[src/rtl/pwm_duty_ctrl.sv]
// PWM duty-cycle controller: button-driven shadow duty, committed at period boundaries.
// Define PWM_DUTY_WRAP_EN to make inc/dec wrap around instead of saturating.
module pwm_duty_ctrl #(
    parameter int PERIOD    = 1000,
    parameter int STEP      = 100,
    parameter int INIT_DUTY = 500,
    parameter int CW        = $clog2(PERIOD + 1)
) (
    input  logic          clk,
    input  logic          rst,
    input  logic          inc_pulse,
    input  logic          dec_pulse,
    input  logic          en_pulse,
    output logic          pwm_out,
    output logic [CW-1:0] duty,
    output logic [CW-1:0] duty_active,
    output logic          active,
    output logic          period_start
);

    typedef enum logic {
        ST_OFF = 1'b0,
        ST_RUN = 1'b1
    } state_t;

    localparam logic [CW:0]   PERIOD_X = (CW + 1)'(PERIOD);
    localparam logic [CW:0]   STEP_X   = (CW + 1)'(STEP);
    localparam logic [CW-1:0] LAST_CNT = CW'(PERIOD - 1);
    localparam logic [CW-1:0] INIT_D   = CW'(INIT_DUTY);

    state_t        state_q, state_d;
    logic [CW-1:0] cnt_q, cnt_d;
    logic [CW-1:0] duty_q, duty_d;
    logic [CW-1:0] duty_active_q, duty_active_d;
    logic          pwm_q, pwm_d;

    // One extra bit so duty+STEP can be compared against PERIOD without overflow.
    logic [CW:0] duty_x;
    logic [CW:0] inc_sum;

    assign duty_x  = {1'b0, duty_q};
    assign inc_sum = duty_x + STEP_X;

    // NOTE: every always_comb output gets a default first, so no path can infer a latch.
    always_comb begin
        duty_d = duty_q;
        if (inc_pulse && !dec_pulse) begin
`ifdef PWM_DUTY_WRAP_EN
            duty_d = (inc_sum > PERIOD_X) ? '0 : inc_sum[CW-1:0];
`else
            duty_d = (inc_sum > PERIOD_X) ? PERIOD_X[CW-1:0] : inc_sum[CW-1:0];
`endif
        end else if (dec_pulse && !inc_pulse) begin
`ifdef PWM_DUTY_WRAP_EN
            duty_d = (duty_x < STEP_X) ? PERIOD_X[CW-1:0] : duty_q - STEP_X[CW-1:0];
`else
            duty_d = (duty_x < STEP_X) ? '0 : duty_q - STEP_X[CW-1:0];
`endif
        end
    end

    always_comb begin
        state_d       = state_q;
        cnt_d         = cnt_q;
        duty_active_d = duty_active_q;
        pwm_d         = (state_q == ST_RUN) && (cnt_q < duty_active_q);
        case (state_q)
            ST_RUN: begin
                if (cnt_q == LAST_CNT) begin
                    cnt_d         = '0;
                    duty_active_d = duty_d;
                end else begin
                    cnt_d = cnt_q + 1'b1;
                end
                // Leaving RUN abandons the partial period immediately.
                if (en_pulse) begin
                    state_d = ST_OFF;
                    cnt_d   = '0;
                end
            end
            default: begin
                cnt_d = '0;
                if (en_pulse) begin
                    state_d       = ST_RUN;
                    duty_active_d = duty_d;
                end
            end
        endcase
    end

    // NOTE: state registers use non-blocking assignments so every flop samples pre-edge values.
    always_ff @(posedge clk or negedge rst) begin
        if (!rst) begin
            state_q       <= ST_RUN;
            cnt_q         <= '0;
            duty_q        <= INIT_D;
            duty_active_q <= INIT_D;
            pwm_q         <= 1'b0;
        end else begin
            state_q       <= state_d;
            cnt_q         <= cnt_d;
            duty_q        <= duty_d;
            duty_active_q <= duty_active_d;
            pwm_q         <= pwm_d;
        end
    end

    assign pwm_out      = pwm_q;
    assign duty         = duty_q;
    assign duty_active  = duty_active_q;
    assign active       = (state_q == ST_RUN);
    // Gated by reset so the pulse reads low while reset is held.
    assign period_start = rst && (state_q == ST_RUN) && (cnt_q == '0);

endmodule

[config.mk]
export PLATFORM = sky130hd
export DESIGN_NAME = pwm_duty_ctrl
export DESIGN_NICKNAME = d
export VERILOG_FILES = /design/src/rtl/pwm_duty_ctrl.sv
export SDC_FILE = /design/constraint.sdc
export NUM_CORES = 1
export LEC_CHECK = 0
export BUFFER_PORTS_ARGS = -buffer_cell sky130_fd_sc_hd__buf_4
export CAP_MARGIN = 20
export CORE_MARGIN = 2
export CORE_UTILIZATION = 40
export DETAILED_ROUTE_END_ITERATION = 16
export PLACE_DENSITY_LB_ADDON = 0.08
export SLEW_MARGIN = 0
export SYNTH_ARGS = -nofsm -noshare
export SYNTH_HDL_FRONTEND = slang
export SYNTH_SLANG_ARGS = --single-unit
[constraint.sdc]
create_clock -name clk -period 2.2 [get_ports clk]
set_input_delay 0.11 -clock clk [delete_from_list [all_inputs] [get_ports clk]]
set_output_delay 0.11 -clock clk [all_outputs]
set_load 0.01 [all_outputs]
==> impl_metrics.env <==
export IMPL_peakVddDrop_mv=0.593
export IMPL_fin_ws_ns=-0.0299
export IMPL_endpoint_kind="flip-flop"
export IMPL_cts_buffers=5
export IMPL_setup_viol=1
export IMPL_gp_congestion=0.905
export IMPL_final_common_cell="buf_4"
export IMPL_track_usage_pct=19.0
export IMPL_finClkSkew_ns=0.00848
export IMPL_ios=28
export IMPL_design_area_um2=2660
export IMPL_ys_ff_latch=32
export IMPL_antenna_found_initial=0
export IMPL_max_freq_mhz=448
export IMPL_ys_flop_type="dfrtp_1"
export IMPL_layout_drive_gt1_share_pct=27.9
export IMPL_crit_path_top_delay_cell="dfrtp_2"
export IMPL_mostFrequentLayoutCells="43 x buf_4, 19 x nor2_1, 19 x nand2_1, 18 x dfrtp_1, 17 x inv_1"
export IMPL_rr_worst_depth=6
export IMPL_hold_path_endpoint="active"
export IMPL_grt_pass1_vias=1778
export IMPL_clk_pin_slew_ns=0.08
export IMPL_clk_path_buf_depth=2
export IMPL_min_path_cells=3
export IMPL_synthToLayoutAreaGrowth_pct=24.1
export IMPL_insertion_delay_ns=0.29
export IMPL_n_antenna_cell=0
export IMPL_powerDensity_nw_per_um2=1170
export IMPL_crit_fanout=4
export IMPL_finalCriticalPeriod_ns=2.23
export IMPL_initial_core_util_pct=41.7
export IMPL_io_buffers=27
export IMPL_grt_remaining_overflow=0
export IMPL_drt_antenna_violating_nets=0
export IMPL_drt_iter0_drc=105
export IMPL_worstHoldPathType="in -> reg"
export IMPL_required_ns=2.39
export IMPL_cp_num_buf_inv=0
export IMPL_final_hold_viol_count=0
export IMPL_rsz0062_at_grt="yes"
export IMPL_drt_total_wl_um=5450
export IMPL_hpwlAfterDp_um=3990
export IMPL_cts_max_level=2
export IMPL_design_die_area_um2=5950
export IMPL_nets=298
export IMPL_fp_coreArea_um2=5140
export IMPL_r2r_slack_ns=-0.03
export IMPL_r2r_end="duty_active[2]"
export IMPL_rr_startpoint="duty[3]"
export IMPL_worstPathArrival_ns=2.42
export IMPL_hp_start="en_pulse"
export IMPL_drc=0
export IMPL_detail_route_wl_per_cell_um=15.6
export IMPL_viasPerCell=5.39
export IMPL_cts_root_buf="clkbuf_8"
export IMPL_grt_pass1_wl_um=8960
export IMPL_worstSetupPathType="reg -> reg"
export IMPL_postCtsSetupBuffers=0
export IMPL_worst_slew_pin_transition_ns=0.488
export IMPL_drv_slew=0
export IMPL_seq_area_frac_synth_pct=38.2
export IMPL_violations="negative setup slack"
export IMPL_max_cap_violations=0
export IMPL_drt_first_pass_iters=4
export IMPL_synth_cell_type_count=52
export IMPL_synth_area_per_cell_um2=8.99
export IMPL_p_leak_nw=1.22
export IMPL_synth_edff_count=0
export IMPL_slew_headroom_pct=67.2
export IMPL_yosys_warnings=0
export IMPL_die_w_um=77.2
export IMPL_crit_family="compound AO/OA/AOI/OAI gates"
export IMPL_period_share_pct=101
export IMPL_grt_max_degree=33
export IMPL_placed_cell_area_um2=2500
export IMPL_async_reset_ff_share_pct=100
export IMPL_utilization_pct=51.7
export IMPL_num_rows=26
export IMPL_critPathMaxStageDelay_ns=0.43
export IMPL_cp_start_kind="flip-flop"
export IMPL_status="finished with violations"
export IMPL_cts_sinks=32
export IMPL_syn_nets=257
export IMPL_die_h_um=77.2
export IMPL_syn_cell_area_um2=2140
export IMPL_cts_tree="done"
export IMPL_cp_cell_sequence="ha_4 -> a211o_4 -> or3_4 -> a31o_4 -> o41a_1 -> o311ai_2"
export IMPL_vias=1887
export IMPL_syn_inst=238
-- tightest hold or removal path, delay by kind of cell --
| kind | cells | cell delay, ns |
|---|---|---|
| AND/OR/NAND/NOR | 2 | 0.16 |
| buffers and inverters | 1 | 0.08 |
-- how the worst max path moves through the flow --
| stage | from | to | slack [ns] | cells after the start |
|---|---|---|---|---|
| 6_report | duty[3] | duty_active[2] | -0.03 | 6 |
| 4_1_cts | duty[3] | duty_active[2] | -0.05 | 6 |
| 3_3_place_gp | duty[3] | duty_active[2] | 0.03 | 6 |
| 3_5_place_dp | duty[3] | duty_active[2] | 0.003 | 6 |
| 2_1_floorplan | duty[3] | duty_active[2] | -0.04 | 6 |
| 5_1_grt | duty[3] | duty_active[2] | -0.08 | 6 |
-- layer usage --
| metal | wire, um | vias to the layer above | share of wire, % | global-route usage (%) |
|---|---|---|---|---|
| met2 | 2410 | 48 | 44 | 27.7 |
| li1 | - | 936 | - | - |
| met3 | 204 | 9 | 3.7 | 3.29 |
| met4 | 81 | 0 | 1.5 | 6.96 |
| met5 | 0 | - | 0 | 0 |
| met1 | 2760 | 894 | 51 | 28.1 |
-- final cells by class --
class	count	area, um^2
tap	70	87.6
timing repair buffer	44	333
inverter	18	67.6
clock inverter	3	42.5
multi-input combinational	178	1240
clock buffer	5	68.8
fill	504	2480
sequential	32	818
-- where the power goes --
group / internal (W) / switching, W
Clock: 0.000335 / 0.000232
Sequential: 0.000823 / 0.000168
Combinational: 0.000726 / 0.000813
-- registers in the layout (all words and copies together), names as in the netlist --
signal,flops
active,1
pwm_out,1
cnt_q,10
duty,10
duty_active,10
-- Yosys cell counts (all sizes together), types with 5 or more instances --
master	number	area share (%)
dfrtp	19	22
nand2	19	3.3
nor2	19	3.3
inv	18	3.2
ha	14	8.2
dfstp	13	16
o21ai	13	3.0
a21oi	12	2.8
nand2b	8	2.3
nand3	8	1.9
clkbuf	7	1.3
and3	6	1.8
nor2b	6	1.8
nor3	5	1.2
xnor2	5	2.0
xor2	5	2.0
-- repair_timing --
item | 4_1_cts | 5_1_grt
cloned | 0 | 1
hold endpoints to repair | 19 | 0
resized for setup | 0 | 9
hold buffers | 1 | 0
setup endpoints to repair | 1 | 13
-- per-stage QoR --
step           hold slack, ns  setup WS, ns  setup TNS (ns)  power, W  instances
2_1_floorplan          -0.186       -0.0397         -0.0497   0.00192        238
3_3_place_gp            0.206        0.0268               0   0.00248        340
3_5_place_dp            0.203       0.00344               0   0.00249        340
4_1_cts                0.0781       -0.0539         -0.0539   0.00308        349
5_1_grt                0.0904       -0.0782          -0.150   0.00334        350
6_report               0.0890       -0.0299         -0.0299   0.00310        350
-- cell families after synthesis --
group,Yosys count,share of synthesized area [%]
flops,32,38.2
mux,6,3.16
fa+ha+maj,14,8.18
simple gates,91,22.5
buf+inv,28,5.73
xor+xnor,10,4.09
compound gates,57,18.2
Power figures use the tool's default switching activity.
